$ cat src/rtl/bit_serializer.sv
// Parallel-to-serial feeder: buffers words in a small FIFO and shifts them out
// one bit per enabled cycle on a registered serial line.
module bit_serializer #(
  parameter int WIDTH     = 4,
  parameter int DEPTH     = 4,
  parameter bit MSB_FIRST = 1'b1,
  parameter bit IDLE_BIT  = 1'b0
) (
  input  logic             clk,
  input  logic             rst,
  input  logic [WIDTH-1:0] in_data,
  input  logic             in_valid,
  output logic             in_ready,
  input  logic             out_en,
  output logic             dout,
  output logic             dout_valid,
  output logic             busy,
  output logic [15:0]      words_sent
);

  localparam int AW = $clog2(DEPTH);
  localparam int CW = $clog2(WIDTH + 1);
  localparam logic [AW:0]   DEPTH_COUNT = (AW+1)'(DEPTH);
  localparam logic [CW-1:0] LAST_CNT    = CW'(WIDTH - 1);

  logic [WIDTH-1:0] mem [DEPTH];
  logic [AW-1:0]    wr_ptr_reg;
  logic [AW-1:0]    rd_ptr_reg;
  logic [AW:0]      occ_reg;

  logic [WIDTH-1:0] shift_reg;
  logic [CW-1:0]    cnt_reg;
  logic             dout_reg;
  logic             dout_valid_reg;
  logic [15:0]      words_sent_reg;

  logic             fifo_empty;
  logic             push;
  logic             pop;
  logic [WIDTH-1:0] head_word;
  logic [WIDTH-1:0] head_ordered;

  assign fifo_empty = (occ_reg == '0);
  assign in_ready   = !rst && (occ_reg < DEPTH_COUNT);
  assign push       = in_valid && in_ready;
  assign pop        = out_en && (cnt_reg == '0) && !fifo_empty;

  // Head is read asynchronously so a pop can emit its first bit on the same edge.
  assign head_word = mem[rd_ptr_reg];

  // Put the word into transmit order so the shifter always sends its top bit.
  generate
    for (genvar gi = 0; gi < WIDTH; gi++) begin : g_order
      if (MSB_FIRST) begin : g_msb
        assign head_ordered[gi] = head_word[gi];
      end else begin : g_lsb
        assign head_ordered[gi] = head_word[WIDTH-1-gi];
      end
    end
  endgenerate

  always_ff @(posedge clk) begin
    if (push) begin
      mem[wr_ptr_reg] <= in_data;
    end
  end

  always_ff @(posedge clk) begin
    if (rst) begin
      wr_ptr_reg <= '0;
      rd_ptr_reg <= '0;
      occ_reg    <= '0;
    end else begin
      if (push) begin
        wr_ptr_reg <= wr_ptr_reg + AW'(1);
      end
      if (pop) begin
        rd_ptr_reg <= rd_ptr_reg + AW'(1);
      end
      case ({push, pop})
        2'b10:   occ_reg <= occ_reg + (AW+1)'(1);
        2'b01:   occ_reg <= occ_reg - (AW+1)'(1);
        default: occ_reg <= occ_reg;
      endcase
    end
  end

  always_ff @(posedge clk) begin
    if (rst) begin
      shift_reg      <= '0;
      cnt_reg        <= '0;
      dout_reg       <= IDLE_BIT;
      dout_valid_reg <= 1'b0;
      words_sent_reg <= '0;
    end else if (!out_en) begin
      dout_reg       <= IDLE_BIT;
      dout_valid_reg <= 1'b0;
    end else if (cnt_reg != '0) begin
      dout_reg       <= shift_reg[WIDTH-1];
      dout_valid_reg <= 1'b1;
      shift_reg      <= {shift_reg[WIDTH-2:0], 1'b0};
      cnt_reg        <= cnt_reg - CW'(1);
      if (cnt_reg == CW'(1)) begin
        words_sent_reg <= words_sent_reg + 16'd1;
      end
    end else if (!fifo_empty) begin
      dout_reg       <= head_ordered[WIDTH-1];
      dout_valid_reg <= 1'b1;
      shift_reg      <= {head_ordered[WIDTH-2:0], 1'b0};
      cnt_reg        <= LAST_CNT;
    end else begin
      dout_reg       <= IDLE_BIT;
      dout_valid_reg <= 1'b0;
    end
  end

  assign dout       = dout_reg;
  assign dout_valid = dout_valid_reg;
  assign words_sent = words_sent_reg;
  assign busy       = !fifo_empty || (cnt_reg != '0);

endmodule

$ cat config.mk
export PLATFORM = sky130hd
export DESIGN_NAME = bit_serializer
export DESIGN_NICKNAME = d
export VERILOG_FILES = /design/src/rtl/bit_serializer.sv
export SDC_FILE = /design/constraint.sdc
export NUM_CORES = 1
export LEC_CHECK = 0
export CAP_MARGIN = 20
export CORE_MARGIN = 2
export CORE_UTILIZATION = 55
export DETAILED_ROUTE_END_ITERATION = 16
export PLACE_DENSITY = 0.84
export SLEW_MARGIN = 20
export SYNTH_ARGS = -nofsm -noshare
export SYNTH_HDL_FRONTEND = slang
export SYNTH_SLANG_ARGS = --single-unit
$ cat constraint.sdc
create_clock -name clk -period 5.1 [get_ports clk]
set_input_delay 1.02 -clock clk [delete_from_list [all_inputs] [get_ports clk]]
set_output_delay 1.02 -clock clk [all_outputs]
set_load 0.01 [all_outputs]
==> results.rst, run 1 <==
.. list-table::
   :header-rows: 1

   * - Metric
     - Value
   * - Synth Cell Area
     - 2252 um2
   * - Sequential cell area
     - 1141 um2
   * - Cells on worst reg2reg path
     - 10
   * - Area taken by multi-input logic gates
     - 1010 um2
   * - Max Clock Skew
     - 0.009095 ns
   * - Placeable core region
     - 3971 um2
   * - Antenna Diode Count
     - 0
   * - Clock share of power
     - 22.1%
   * - Initial cell density of the core
     - 56.71%
   * - Post-synth cell types
     - 39
   * - Capturing instance or port of the critical path
     - in_ready
   * - Result of the run
     - completed
   * - Startpoint Class
     - primary input
   * - Share of the clock period used by the worst path
     - 69.73%
   * - Area leader, netlist
     - sky130_fd_sc_hd__dfxtp_1
   * - Crit Reg-Reg Endpoint
     - occ_reg[2]$_SDFFE_PP0P_
   * - Final std cells w/o fill
     - 278
   * - Number of flops mapped to enable cells by yosys
     - 16
   * - Clock Sinks
     - 49
   * - Pleak
     - 0.9804 nW
   * - Number of iterations in the first detailed-routing pass
     - 4
   * - CTS tree
     - done
   * - YS warnings
     - 0
   * - Global placer's final weighted congestion
     - 0.7411
   * - Actual transition at the worst max-transition pin
     - 0.4057 ns
   * - Total grt overflow
     - 0
   * - I/O Pins
     - 28
   * - Critical R2R Launch
     - cnt_reg[0]$_SDFFE_PP0P_
   * - First-pass GRT wire length
     - 5954 um
   * - P per Cell Area
     - 375.4 nW/um2
   * - Worst hold margin
     - 0.4864 ns
   * - Fraction of layout cells with a size suffix above 1
     - 9.649%
   * - Max transition margin
     - 72.75%
   * - Source-to-sink clock delay at the later pin of the worst-skew pair
     - 0.30 ns
   * - Max Cap Viol
     - 0
   * - Class of the tightest hold or removal check
     - reg2reg
   * - Worst setup path start
     - rst
   * - Clock root buffer
     - sky130_fd_sc_hd__clkbuf_8
   * - Number of buffers created by CTS
     - 5
   * - Die height
     - 67.99 um
   * - # setup viols final
     - 0
   * - # port buffers
     - 27
   * - Switching Share
     - 30.09%
   * - Number of buffers added for setup after CTS
     - 0
   * - Fin nets
     - 246
   * - Number of instances in the synthesized netlist
     - 198
   * - Endpoint required time on the critical path
     - 4.08 ns
   * - Number of global-route vias before repair
     - 1,347
   * - Wirelength, routed
     - 3540 um
   * - Total nets after synthesis
     - 217
   * - Cell-internal power
     - 691.2 uW
   * - DR iter-0 viols
     - 74
   * - Die extent in x
     - 67.99 um
   * - Highest attainable clock frequency
     - 281.2 MHz
   * - Core Rows
     - 23
   * - RSZ-0062 raised after global routing
     - false
   * - Worst hold start
     - shift_reg[2]$_SDFFE_PP0P_
   * - WL per Instance
     - 12.73 um
   * - Worst Slack Setup Final
     - 1.544 ns
   * - Yosys top cell area share
     - 29.33%
   * - Post-placement setup slack
     - 1.561 ns
   * - Maximum VDD drop
     - 0.2799 mV
   * - Dominant synthesized flop cell
     - sky130_fd_sc_hd__dfxtp_1
   * - Reported net switching power
     - 297.5 uW
   * - Area added between synthesis and finish
     - 16.94%
   * - Data arrival, critical path
     - 2.54 ns
   * - Largest net degree at the start of global routing
     - 34
   * - Initial antenna violation count
     - 0
   * - CTS H-Tree Depth
     - 2
   * - Detailed Place HPWL
     - 2595 um
   * - Category of the critical setup timing path
     - in2out
   * - Part of the Yosys area used for sequential elements
     - 50.67%
   * - Post-detailed-route count of antenna-violating nets
     - 0
   * - Count of state elements after synthesis
     - 49
   * - Final routed DRC violation total
     - 0
   * - Clk buf depth
     - 2
   * - Synth top area cells
     - sky130_fd_sc_hd__dfxtp_1 29%, sky130_fd_sc_hd__edfxtp_1 21%, sky130_fd_sc_hd__ha_1 5.6%, sky130_fd_sc_hd__xnor2_1 4.7%, sky130_fd_sc_hd__nor2_1 4.2%
   * - Clock-pin slew on the worst setup and hold paths
     - 0.09 ns
   * - Per-cell via count in the routed design
     - 5.245
   * - Count of hold buffers inserted by post-cts repair
     - 0
   * - Count of vias placed by the detailed router
     - 1,458
   * - Global routing usage summed across all routing layers
     - 17.43%
   * - Asr flop ratio synth
     - 0%
   * - Final sum of negative setup slack
     - 0 ns
   * - R2R setup slack
     - 2.56 ns
   * - Crit. End Element
     - output port
   * - Register share of total power
     - 48.6%
   * - Number of placed instances, taps included
     - 270
   * - Total power draw
     - 988.7 uW
   * - PostCTS Resize Cnt
     - 0
   * - Part of the power in combinational logic
     - 29.2%
   * - Slew Viols, Final
     - 0
   * - Worst-path maximum fanout
     - 33
   * - Full die area
     - 4623 um2
   * - Post-Syn Area per Cell
     - 11.37 um2
   * - Period minus WS final
     - 3.556 ns
   * - Count of fill cells added during filler insertion
     - 308
   * - Final Hold Fails
     - 0
-- cells in the final DEF (no fill, tap or decap), types with 4 or more instances in the layout --
cell,instances
sky130_fd_sc_hd__clkdlybuf4s50_1,27
sky130_fd_sc_hd__nor3_1,4
sky130_fd_sc_hd__mux4_2,4
sky130_fd_sc_hd__xor2_1,4
sky130_fd_sc_hd__a21oi_1,9
sky130_fd_sc_hd__nand2b_1,4
sky130_fd_sc_hd__ha_1,10
sky130_fd_sc_hd__xnor2_1,12
sky130_fd_sc_hd__nor2_1,25
sky130_fd_sc_hd__nand2_1,9
sky130_fd_sc_hd__o21ai_0,4
sky130_fd_sc_hd__edfxtp_1,16
sky130_fd_sc_hd__nand3_1,7
sky130_fd_sc_hd__and3_1,5
sky130_fd_sc_hd__dfxtp_1,33
sky130_fd_sc_hd__inv_1,15
sky130_fd_sc_hd__clkbuf_8,5
-- area by class of cell --
class	instances	share of cell area (%)
Clock buffer	6	2.755
Clock inverter	2	0.5226
Inverter	15	2.138
Multi-Input combinational cell	128	38.34
Sequential cell	49	43.33
Tap cell	50	2.375
Timing Repair Buffer	28	10.55
-- synth_stat cells (4+ instances only) --
library cell	count
sky130_fd_sc_hd__a21oi_1	9
sky130_fd_sc_hd__and3_1	5
sky130_fd_sc_hd__dfxtp_1	33
sky130_fd_sc_hd__edfxtp_1	16
sky130_fd_sc_hd__ha_1	10
sky130_fd_sc_hd__inv_1	15
sky130_fd_sc_hd__mux4_2	4
sky130_fd_sc_hd__nand2_1	9
sky130_fd_sc_hd__nand2b_1	4
sky130_fd_sc_hd__nand3_1	7
sky130_fd_sc_hd__nor2_1	25
sky130_fd_sc_hd__nor3_1	4
sky130_fd_sc_hd__o21ai_0	4
sky130_fd_sc_hd__xnor2_1	12
sky130_fd_sc_hd__xor2_1	4
-- routing by layer --
metal	vias up	GRT usage (%)	wire (um)
li1	745	-	-
met1	681	22.06	1655
met2	26	28.28	1695
met3	6	3.947	120
met4	0	8.250	68
met5	-	0	0
-- stage by stage --
step,util [%],cell area (um2)
after floorplan,-,2252
after global placement,64.15,2547
after CTS,66.32,2634
after global routing,66.32,2634
after detailed placement,64.15,2547
final,66.32,2634
-- critical path: stages --
cell	delay, ns
sky130_fd_sc_hd__clkdlybuf4s50_1	0.39
sky130_fd_sc_hd__buf_4	0.24
sky130_fd_sc_hd__nor2_1	0.28
sky130_fd_sc_hd__clkdlybuf4s50_1	0.60
-- power groups by stage --
stage,combinational [mW],sequential [mW],clock (mW)
floorplan,0.239,0.485,0
global placement,0.285,0.488,0
detailed placement,0.289,0.491,0
CTS,0.292,0.481,0.224
global route,0.327,0.488,0.238
finish,0.289,0.481,0.219
-- how the worst min path moves through the flow --
stage | endpoint | slack [ns] | cells past startpoint
after global routing | words_sent[15]$_SDFFE_PP0P_ | 0.51 | 2
after detailed placement | shift_reg[2]$_SDFFE_PP0P_ | 0.47 | 2
after global placement | dout$_SDFF_PP0_ | 0.47 | 2
final | shift_reg[2]$_SDFFE_PP0P_ | 0.49 | 2
after floorplan | dout$_SDFF_PP0_ | 0.44 | 2
after CTS | shift_reg[2]$_SDFFE_PP0P_ | 0.49 | 2
-- cells by family after synthesis --
| group | share of synthesized area [%] |
|---|---|
| AO/OA/AOI/OAI | 5.611 |
| XOR/XNOR | 6.222 |
| adder cells (fa/ha/maj) | 6.444 |
| buffers and inverters | 4.500 |
| flip-flops | 50.67 |
| multiplexers | 6.000 |
| AND/OR/NAND/NOR | 20.56 |
Power figures use the tool's default switching activity.
==> run 2, diff against run 1 <==
==> constraint.sdc (replaced) <==
create_clock -name clk -period 3.7 [get_ports clk]
set_input_delay 0.74 -clock clk [delete_from_list [all_inputs] [get_ports clk]]
set_output_delay 0.74 -clock clk [all_outputs]
set_load 0.01 [all_outputs]
==> results.rst, run 2 (synthesis gave the netlist of run 1 again) <==
.. list-table::
   :header-rows: 1

   * - Metric
     - Value
   * - Number of logic stages on the critical path including buffering
     - 5 (was 4)
   * - Category of the critical setup timing path
     - reg2out (was in2out)
   * - Crit. End Element
     - output port (unchanged)
   * - Endpoint required time on the critical path
     - 2.96 ns (was 4.08 ns)
   * - Data arrival, critical path
     - 2.28 ns (was 2.54 ns)
   * - Max Clock Skew
     - 0.004280 ns (was 0.009095 ns)
   * - Pleak
     - 0.9834 nW (was 0.9804 nW)
   * - CTS H-Tree Depth
     - 2 (unchanged)
   * - Total grt overflow
     - 0 (unchanged)
   * - Result of the run
     - completed (unchanged)
   * - PostCTS Resize Cnt
     - 0 (unchanged)
   * - Core Rows
     - 23 (unchanged)
   * - Fraction of layout cells with a size suffix above 1
     - 10.09% (was 9.649%)
   * - Cells on worst reg2reg path
     - 10 (unchanged)
   * - Per-cell via count in the routed design
     - 5.270 (was 5.245)
   * - Final Hold Fails
     - 0 (unchanged)
   * - Initial antenna violation count
     - 0 (unchanged)
   * - Maximum VDD drop
     - 0.3133 mV (was 0.2799 mV)
   * - Capturing instance or port of the critical path
     - busy (was in_ready)
   * - Actual transition at the worst max-transition pin
     - 0.4107 ns (was 0.4057 ns)
   * - Antenna Diode Count
     - 0 (unchanged)
   * - Detailed Place HPWL
     - 2673 um (was 2595 um)
   * - WL per Instance
     - 13.44 um (was 12.73 um)
   * - Worst Slack Setup Final
     - 0.6810 ns (was 1.544 ns)
   * - Die extent in x
     - 67.99 um (unchanged)
   * - Clock-pin slew on the worst setup and hold paths
     - 0.09 ns (about the same)
   * - Global routing usage summed across all routing layers
     - 17.99% (was 17.43%)
   * - Highest attainable clock frequency
     - 331.2 MHz
   * - Count of hold buffers inserted by post-cts repair
     - 0 (unchanged)
   * - I/O Pins
     - 28 (unchanged)
   * - First-pass GRT wire length
     - 5996 um (was 5954 um)
   * - # port buffers
     - 27 (unchanged)
   * - Critical R2R Launch
     - cnt_reg[0]$_SDFFE_PP0P_ (unchanged)
   * - Startpoint Class
     - flip-flop (was primary input)
   * - Number of global-route vias before repair
     - 1,305 (was 1,347)
   * - Count of vias placed by the detailed router
     - 1,465 (was 1,458)
   * - P per Cell Area
     - 526.5 nW/um2 (was 375.4 nW/um2)
   * - Family of cells with the greatest summed delay on the critical path
     - buffers and inverters (unchanged)
   * - Class of the tightest hold or removal check
     - reg2reg (unchanged)
   * - CTS tree
     - done (unchanged)
   * - Clock Sinks
     - 49 (unchanged)
   * - R2R setup slack
     - 1.08 ns (was 2.56 ns)
   * - Full die area
     - 4623 um2 (unchanged)
   * - Area added between synthesis and finish
     - 17.28% (was 16.94%)
   * - Crit Reg-Reg Endpoint
     - occ_reg[2]$_SDFFE_PP0P_ (unchanged)
   * - RSZ-0062 raised after global routing
     - false (unchanged)
   * - Maximum single-stage delay on the critical path
     - 0.53 ns (was 0.60 ns)
   * - Sum of buffers and inverters on the critical path
     - 2 (was 3)
   * - Cell breakdown of the critical path
     - inv_1, ha_1, ha_1, or4b_4, clkdlybuf4s50_1 (was clkdlybuf4s50_1, buf_4, nor2_1, clkdlybuf4s50_1)
   * - Post-detailed-route count of antenna-violating nets
     - 0 (unchanged)
   * - Final std cells w/o fill
     - 278 (unchanged)
   * - Max transition margin
     - 72.41% (was 72.75%)
   * - Worst-path maximum fanout
     - 7 (was 33)
   * - Global placer's final weighted congestion
     - 0.7487 (was 0.7411)
   * - Number of placed instances, taps included
     - 270 (unchanged)
   * - Number of iterations in the first detailed-routing pass
     - 4 (unchanged)
   * - WHS Path Cells
     - 2 (unchanged)
   * - Most frequent cells in the layout
     - 33 x sky130_fd_sc_hd__dfxtp_1, 27 x sky130_fd_sc_hd__clkdlybuf4s50_1, 25 x sky130_fd_sc_hd__nor2_1 (unchanged)
   * - Largest net degree at the start of global routing
     - 33 (was 34)
   * - Max Cap Viol
     - 0 (unchanged)
   * - Most common cell after layout, fill and taps aside
     - sky130_fd_sc_hd__dfxtp_1 (unchanged)
   * - Final routed DRC violation total
     - 0 (unchanged)
   * - Crit-path slowest cell
     - sky130_fd_sc_hd__or4b_4 (was sky130_fd_sc_hd__clkdlybuf4s50_1)
   * - Worst setup path start
     - cnt_reg[0]$_SDFFE_PP0P_ (was rst)
   * - Core Util, Final
     - 66.51% (was 66.32%)
   * - # setup viols final
     - 0 (unchanged)
   * - Die height
     - 67.99 um (unchanged)
   * - Initial cell density of the core
     - 56.71% (unchanged)
   * - Clk buf depth
     - 2 (unchanged)
   * - Final sum of negative setup slack
     - 0 ns (unchanged)
   * - Period minus WS final
     - 3.019 ns
   * - DR iter-0 viols
     - 81 (was 74)
   * - Number of buffers added for setup after CTS
     - 0 (unchanged)
   * - Cell occurring most often along the worst timing path
     - sky130_fd_sc_hd__ha_1 (was sky130_fd_sc_hd__clkdlybuf4s50_1)
   * - Number of buffers created by CTS
     - 5 (unchanged)
   * - Post-placement setup slack
     - 0.7155 ns (was 1.561 ns)
   * - Placeable core region
     - 3971 um2 (unchanged)
   * - Slew Viols, Final
     - 0 (unchanged)
   * - Wirelength, routed
     - 3737 um (was 3540 um)
   * - Share of the clock period used by the worst path
     - 81.60%
   * - Clock root buffer
     - sky130_fd_sc_hd__clkbuf_8 (unchanged)
   * - Fin nets
     - 246 (unchanged)
   * - Source-to-sink clock delay at the later pin of the worst-skew pair
     - 0.31 ns (was 0.30 ns)
## run 2: cell count changes in the layout (fill, tap and decap cells not counted), sizes merged
cell / previous run / this run
clkbuf: 6 / 5
clkinv: 0 / 1
## run 2: worst min path at each step
stage / startpoint / endpoint / slack (ns)
floorplan: shift_reg[3]$_SDFFE_PP0P_ / dout$_SDFF_PP0_ / 0.44
global placement: shift_reg[2]$_SDFFE_PP0P_ / shift_reg[2]$_SDFFE_PP0P_ / 0.46
detailed placement: shift_reg[3]$_SDFFE_PP0P_ / dout$_SDFF_PP0_ / 0.46
CTS: shift_reg[3]$_SDFFE_PP0P_ / dout$_SDFF_PP0_ / 0.48
global route: shift_reg[3]$_SDFFE_PP0P_ / dout$_SDFF_PP0_ / 0.50
finish: shift_reg[3]$_SDFFE_PP0P_ / dout$_SDFF_PP0_ / 0.48
## run 2: final cells by class
cell class | instances | area (um2)
Clock buffer | 5 | 68.82
Clock inverter | 3 | 25.02
Fill cell | 320 | 1330
Inverter | 15 | 56.30
Multi-Input combinational cell | 128 | 1010
Sequential cell | 49 | 1141
Tap cell | 50 | 62.56
Timing Repair Buffer | 28 | 277.8
## run 2: worst register-to-register path, delay by kind of cell (launching register included)
family	cells	cell delay (ns)
AO/OA/AOI/OAI	2	0.47
XOR/XNOR	1	0.17
adder cells (fa/ha/maj)	4	1.12
buffers and inverters	2	0.16
flip-flops	1	0.33
AND/OR/NAND/NOR	1	0.31
## run 2: where the power goes
group | switching (mW) | internal, mW
Clock | 0.184 | 0.136
Combinational | 0.204 | 0.203
Sequential | 0.0475 | 0.616
## run 2: routing by layer
layer / wire (um) / share of wire (%) / GRT usage [%]
met5: 0 / 0 / 0
met4: 70 / 1.9 / 8.250
met3: 144 / 3.9 / 6.086
met2: 1778 / 48 / 27.91
met1: 1744 / 47 / 22.68
## run 2: metrics by stage
step / area (um2) / power [mW] / hold slack, ns
after detailed placement: 2547 / 1.082 / 0.4649
after floorplan: 2252 / 0.9974 / 0.4409
after global routing: 2641 / 1.473 / 0.4987
final: 2641 / 1.391 / 0.4790
after CTS: 2641 / 1.408 / 0.4792
after global placement: 2547 / 1.068 / 0.4624
==> run 3, diff against run 2 <==
--- a/config.mk
+++ b/config.mk
@@ -7,9 +7,9 @@
 export LEC_CHECK = 0
 export CAP_MARGIN = 20
 export CORE_MARGIN = 2
-export CORE_UTILIZATION = 55
+export CORE_UTILIZATION = 49
 export DETAILED_ROUTE_END_ITERATION = 16
-export PLACE_DENSITY = 0.84
+export PLACE_DENSITY = 0.8
 export SLEW_MARGIN = 20
 export SYNTH_ARGS = -nofsm -noshare
 export SYNTH_HDL_FRONTEND = slang
==> constraint.sdc (replaced) <==
create_clock -name clk -period 2.5 [get_ports clk]
set_input_delay 0.5 -clock clk [delete_from_list [all_inputs] [get_ports clk]]
set_output_delay 0.5 -clock clk [all_outputs]
set_load 0.01 [all_outputs]
==> results.rst, run 3 (synthesis gave the netlist of run 1 again) <==
.. list-table::
   :header-rows: 1

   * - Metric
     - Value
   * - Data arrival, critical path
     - 1.89 ns (was 2.28 ns)
   * - Maximum single-stage delay on the critical path
     - 0.49 ns (was 0.53 ns)
   * - CTS tree
     - done (unchanged)
   * - Antenna Diode Count
     - 0 (unchanged)
   * - Max Cap Viol
     - 0 (unchanged)
   * - Cell breakdown of the critical path
     - inv_1, ha_2, ha_4, or4b_4, dlygate4sd2_1 (was inv_1, ha_1, ha_1, or4b_4, clkdlybuf4s50_1)
   * - Worst hold margin
     - 0.4815 ns (was 0.4790 ns)
   * - Most common cell after layout, fill and taps aside
     - sky130_fd_sc_hd__dfxtp_1 (unchanged)
   * - Number of global-route vias before repair
     - 1,548 (was 1,305)
   * - I/O Pins
     - 28 (unchanged)
   * - Family of cells with the greatest summed delay on the critical path
     - simple AND/OR/NAND/NOR gates (was buffers and inverters)
   * - Final Hold Fails
     - 0 (unchanged)
   * - Global routing usage summed across all routing layers
     - 17.22% (was 17.99%)
   * - Worst-path maximum fanout
     - 5 (was 7)
   * - Maximum VDD drop
     - 0.4269 mV (was 0.3133 mV)
   * - Result of the run
     - completed (unchanged)
   * - Core Rows
     - 24 (was 23)
   * - Final sum of negative setup slack
     - 0 ns (unchanged)
   * - # setup viols final
     - 0 (unchanged)
   * - Post-detailed-route count of antenna-violating nets
     - 0 (unchanged)
   * - CTS H-Tree Depth
     - 2 (unchanged)
   * - Source-to-sink clock delay at the later pin of the worst-skew pair
     - 0.30 ns (was 0.31 ns)
   * - Die extent in x
     - 71.80 um (was 67.99 um)
   * - Clock root buffer
     - sky130_fd_sc_hd__clkbuf_8 (unchanged)
   * - Worst Slack Setup Final
     - 0.1082 ns (was 0.6810 ns)
   * - P per Cell Area
     - 784.2 nW/um2 (was 526.5 nW/um2)
   * - Class of the tightest hold or removal check
     - reg2reg (unchanged)
   * - Category of the critical setup timing path
     - reg2out (unchanged)
   * - # port buffers
     - 27 (unchanged)
   * - Max transition margin
     - 71.99% (was 72.41%)
   * - Clock Sinks
     - 49 (unchanged)
   * - WL per Instance
     - 13.80 um (was 13.44 um)
   * - Fraction of layout cells with a size suffix above 1
     - 13.19% (was 10.09%)
   * - Detailed Place HPWL
     - 2856 um (was 2673 um)
   * - Number of placed instances, taps included
     - 279 (was 270)
   * - Crit-path slowest cell
     - sky130_fd_sc_hd__or4b_4 (unchanged)
   * - Initial cell density of the core
     - 51.37% (was 56.71%)
   * - Area added between synthesis and finish
     - 20.33% (was 17.28%)
   * - Actual transition at the worst max-transition pin
     - 0.4149 ns (was 0.4107 ns)
   * - Number of iterations in the first detailed-routing pass
     - 4 (unchanged)
   * - First-pass GRT wire length
     - 6762 um (was 5996 um)
   * - Global placer's final weighted congestion
     - 0.8241 (was 0.7487)
   * - Full die area
     - 5155 um2 (was 4623 um2)
   * - Endpoint required time on the critical path
     - 2.00 ns (was 2.96 ns)
   * - Clk buf depth
     - 2 (unchanged)
   * - Sum of buffers and inverters on the critical path
     - 2 (unchanged)
   * - Startpoint Class
     - flip-flop (unchanged)
   * - Die height
     - 71.80 um (was 67.99 um)
   * - Clock-pin slew on the worst setup and hold paths
     - 0.09 ns (about the same)
   * - Number of buffers added for setup after CTS
     - 0 (unchanged)
   * - Final std cells w/o fill
     - 287 (was 278)
   * - Count of vias placed by the detailed router
     - 1,532 (was 1,465)
   * - Wirelength, routed
     - 3960 um (was 3737 um)
   * - Initial antenna violation count
     - 0 (unchanged)
   * - Highest attainable clock frequency
     - 418.1 MHz
   * - Max Clock Skew
     - 0.008847 ns (was 0.004280 ns)
   * - Per-cell via count in the routed design
     - 5.338 (was 5.270)
   * - Number of buffers created by CTS
     - 5 (unchanged)
   * - Total grt overflow
     - 0 (unchanged)
   * - RSZ-0062 raised after global routing
     - false (unchanged)
   * - Core Util, Final
     - 61.82% (was 66.51%)
   * - Pleak
     - 1.023 nW (was 0.9834 nW)
   * - Slew Viols, Final
     - 0 (unchanged)
   * - Most frequent cells in the layout
     - 33 x sky130_fd_sc_hd__dfxtp_1, 26 x sky130_fd_sc_hd__clkdlybuf4s50_1, 25 x sky130_fd_sc_hd__nor2_1 (was 33 x sky130_fd_sc_hd__dfxtp_1, 27 x sky130_fd_sc_hd__clkdlybuf4s50_1, 25 x sky130_fd_sc_hd__nor2_1)
   * - Placeable core region
     - 4384 um2 (was 3971 um2)
   * - DR iter-0 viols
     - 110 (was 81)
   * - Crit. End Element
     - output port (unchanged)
   * - Final routed DRC violation total
     - 0 (unchanged)
   * - Fin nets
     - 253 (was 246)
   * - Post-placement setup slack
     - -0.06259 ns (was 0.7155 ns)
   * - Share of the clock period used by the worst path
     - 95.67%
   * - Period minus WS final
     - 2.392 ns
   * - Largest net degree at the start of global routing
     - 33 (unchanged)
==> run 3: cell count changes in the layout (fill, tap and decap cells not counted) <==
cell                              previous run  this run
sky130_fd_sc_hd__ha_2                        0         1
sky130_fd_sc_hd__clkinv_4                    1         0
sky130_fd_sc_hd__ha_1                       10         8
sky130_fd_sc_hd__clkinvlp_4                  1         0
sky130_fd_sc_hd__clkdlybuf4s50_1            27        26
sky130_fd_sc_hd__buf_4                       1         8
sky130_fd_sc_hd__clkbuf_8                    5         6
sky130_fd_sc_hd__clkbuf_4                    0         1
sky130_fd_sc_hd__ha_4                        0         1
sky130_fd_sc_hd__inv_6                       1         0
sky130_fd_sc_hd__clkbuf_1                    0         1
sky130_fd_sc_hd__dlygate4sd2_1               0         1
==> run 3: what timing repair did <==
action	CTS	global route
resized for setup	2	2
endpoints found under the setup margin	1	1
hold buffers	0	0
==> run 3: metrics by stage <==
step                instance area, um2  total power [mW]
floorplan                         2252             1.476
global placement                  2603             1.624
detailed placement                2603             1.646
CTS                               2698             2.121
global route                      2710             2.261
finish                            2710             2.125
==> run 3: per-layer routing <==
layer	global-route usage [%]	vias up	wire [um]
li1	-	759	-
met1	21.79	735	1825
met2	27.57	33	1901
met3	4.360	5	158
met4	8.386	0	74
met5	0	-	0
==> run 3: layout make-up <==
cell class	instances	area [um2]
fill	358	1674
sequential	49	1141
timing repair buffer	35	329.1
clock buffer	8	93.84
multi-input combinational	128	1025
inverter	15	56.30
tap	52	65.06
==> run 3: worst reg2reg max path, cell delays in order, from the launching register on <==
cell,delay (ns)
sky130_fd_sc_hd__dfxtp_1,0.33
sky130_fd_sc_hd__inv_1,0.10
sky130_fd_sc_hd__ha_2,0.21
sky130_fd_sc_hd__ha_4,0.16
sky130_fd_sc_hd__o311a_1,0.20
sky130_fd_sc_hd__ha_1,0.17
sky130_fd_sc_hd__inv_1,0.05
sky130_fd_sc_hd__fa_1,0.37
sky130_fd_sc_hd__xor2_1,0.16
sky130_fd_sc_hd__or3_1,0.31
sky130_fd_sc_hd__a21oi_1,0.14
==> run 3: path summary, 6_finish.rpt <==
path | slack [ns] | cells past startpoint | end | from
max | 0.11 | 5 | busy | cnt_reg[0]$_SDFFE_PP0P_
min | 0.48 | 2 | shift_reg[3]$_SDFFE_PP0P_ | shift_reg[3]$_SDFFE_PP0P_
max reg2reg | 0.24 | 10 | occ_reg[2]$_SDFFE_PP0P_ | cnt_reg[0]$_SDFFE_PP0P_
min reg2reg | 0.48 | 2 | shift_reg[3]$_SDFFE_PP0P_ | shift_reg[3]$_SDFFE_PP0P_
==> run 3: power by group <==
group	internal (mW)	switching, mW
combinational	0.343	0.314
sequential	0.912	0.0720
clock	0.237	0.248
==> edit, RTL diff (settings of run 2) <==
Change the parameter `DEPTH` from 4 to 2.
--- a/src/rtl/bit_serializer.sv
+++ b/src/rtl/bit_serializer.sv
@@ -2,7 +2,7 @@
 // one bit per enabled cycle on a registered serial line.
 module bit_serializer #(
   parameter int WIDTH     = 4,
-  parameter int DEPTH     = 4,
+  parameter int DEPTH     = 2,
   parameter bit MSB_FIRST = 1'b1,
   parameter bit IDLE_BIT  = 1'b0
 ) (
Function: changed (Yosys sat finds a counterexample within 4 cycles, from zero or initial values and one cycle with rst high).
==> edit against run 2 <==
Sequential cell count down 12; cell area decreased by 24%; global-route usage grew 0.94 points; first-iteration DRC count is 41% lower; maximum frequency up 1.4%; synthesized area down 27%; combinational power decreased by 39%; total power decreased by 29%; highest routed layer unchanged; clock skew grew 0.0053 ns; wire length fell by 20%; worst setup slack better by 0.043 ns; critical path depth stayed put.
==> edit: results (changes against run 2) <==
status = finished, final reports clean (unchanged)
syn nets = 175 (was 217)
hpwl dp = 2245 um (was 2673 um)
dpl ws = 1.036 ns (was 0.7155 ns)
number of global-route vias before repair = 1,136 (was 1,305)
number of fill cells in the layout = 229 (was 320)
first-pass GRT wire length = 4850 um (was 5996 um)
Max Fanout on Critical Path = 10 (was 7)
Placement Cell Area = 0.001917 mm^2 (was 0.002547 mm^2)
CTS root buffer = clkbuf_4 (was clkbuf_8)
CTS clk-pin slew, worst paths = 0.12 ns (was 0.09 ns)
RePlAce Congestion = 0.7649 (was 0.7487)
Min-Delay Path Class = register to register (unchanged)
Unique masters post-synth = 32 (was 39)
Max Root-Sink Buffers = 2 (unchanged)
share of post-route cells with drive strength above 1 = 0.09375 (was 0.1009)
leakage power = 0.7409 nW (was 0.9834 nW)
Post-CTS Resized = 0 (unchanged)
Buffers on Ports = 27 (unchanged)
drt first pass iters = 4 (unchanged)
fin crit share = 0.8044 (was 0.8160)
setup slack, reg-to-reg = 1.43 ns (was 1.08 ns)
Critical Path AT = 2.24 ns (was 2.28 ns)
Final Net Count = 205 (was 246)
slew margin rel. = 0.7356 (was 0.7241)
Fin Clk Skew = 0.009573 ns (was 0.004280 ns)
Ys Warns = 0 (unchanged)
largest net degree at the start of global routing = 30 (was 33)
Max VDD drop = 0.0003911 V (was 0.0003133 V)
DR iter-0 viols = 48 (was 81)
R2R cell count = 8 (was 10)
gr usage total = 0.1894 (was 0.1799)
vias = 1,234 (was 1,465)
sequential area share after synthesis = 0.5023 (was 0.5067)
Post-synth top cells = dfxtp_1 (29), nor2_1 (22), nand2_1 (13) (was dfxtp_1 (33), nor2_1 (25), edfxtp_1 (16))
number of enable flip-flop cells after synthesis = 8 (was 16)
Worst-Skew Late Latency = 0.34 ns (was 0.31 ns)
dominant cells by area after synthesis = dfxtp_1 (36%), edfxtp_1 (15%), nor2_1 (5.1%), ha_1 (4.6%), xor2_1 (4.3%) (was dfxtp_1 (29%), edfxtp_1 (21%), ha_1 (5.6%), xnor2_1 (4.7%), nor2_1 (4.2%))
Detailed Route WL = 3000 um (was 3737 um)
edit: worst paths after layout:
check / end / start
worst min-delay path: shift_reg[2]$_SDFFE_PP0P_ / shift_reg[2]$_SDFFE_PP0P_
worst min register to register: shift_reg[2]$_SDFFE_PP0P_ / shift_reg[2]$_SDFFE_PP0P_
worst max-delay path: busy / cnt_reg[0]$_SDFFE_PP0P_
worst max register to register: occ_reg[1]$_SDFFE_PP0P_ / cnt_reg[0]$_SDFFE_PP0P_
edit: layout make-up:
class | count | area (um^2) | share of cell area
flip-flops and latches | 37 | 820.8 | 0.4113
clock buffers | 6 | 62.56 | 0.03135
well taps | 31 | 38.79 | 0.01944
multi-input cells | 111 | 749.5 | 0.3755
clock inverters | 2 | 16.27 | 0.008150
inverters | 8 | 30.03 | 0.01505
repair buffers | 28 | 277.8 | 0.1392
edit: through the flow:
step                instances   power, W  hold WS [ns]
floorplan                 161  0.0006717        0.4365
global placement          215  0.0007244        0.4474
detailed placement        215  0.0007379        0.4478
CTS                       223  0.0009888        0.4636
global route              223   0.001037        0.4971
finish                    223  0.0009836        0.4613
edit: kinds of logic (layout without fill, tap and decap cells):
| group | after synthesis | count (layout) | share of synthesized area |
|---|---|---|---|
| simple gates | 63 | 63 | 0.2259 |
| flops | 37 | 37 | 0.5023 |
| compound gates | 24 | 24 | 0.08653 |
| xor+xnor | 14 | 14 | 0.07504 |
| buf+inv | 13 | 44 | 0.03905 |
| fa+ha+maj | 6 | 6 | 0.04594 |
| mux | 4 | 4 | 0.02527 |
edit: per-layer routing:
layer | up-vias | track usage | share of wire
li1 | 623 | - | -
met1 | 580 | 0.2137 | 0.41
met2 | 27 | 0.3403 | 0.54
met3 | 4 | 0.04835 | 0.039
met4 | 0 | 0.07309 | 0.010
met5 | - | 0 | 0
edit: report_power, final:
part           switching [W]  leakage [nW]  total (W)  internal (W)
logic               0.000130         0.393   0.000249      0.000119
registers          0.0000287         0.308   0.000482      0.000453
clock network       0.000137        0.0396   0.000253      0.000116
edit: worst max-delay path: stages, from the launching register on:
cell and delay [ns]:
dfxtp_1 0.33, inv_1 0.08, ha_1 0.19, ha_1 0.35, or3b_1 0.45, clkdlybuf4s50_1 0.50
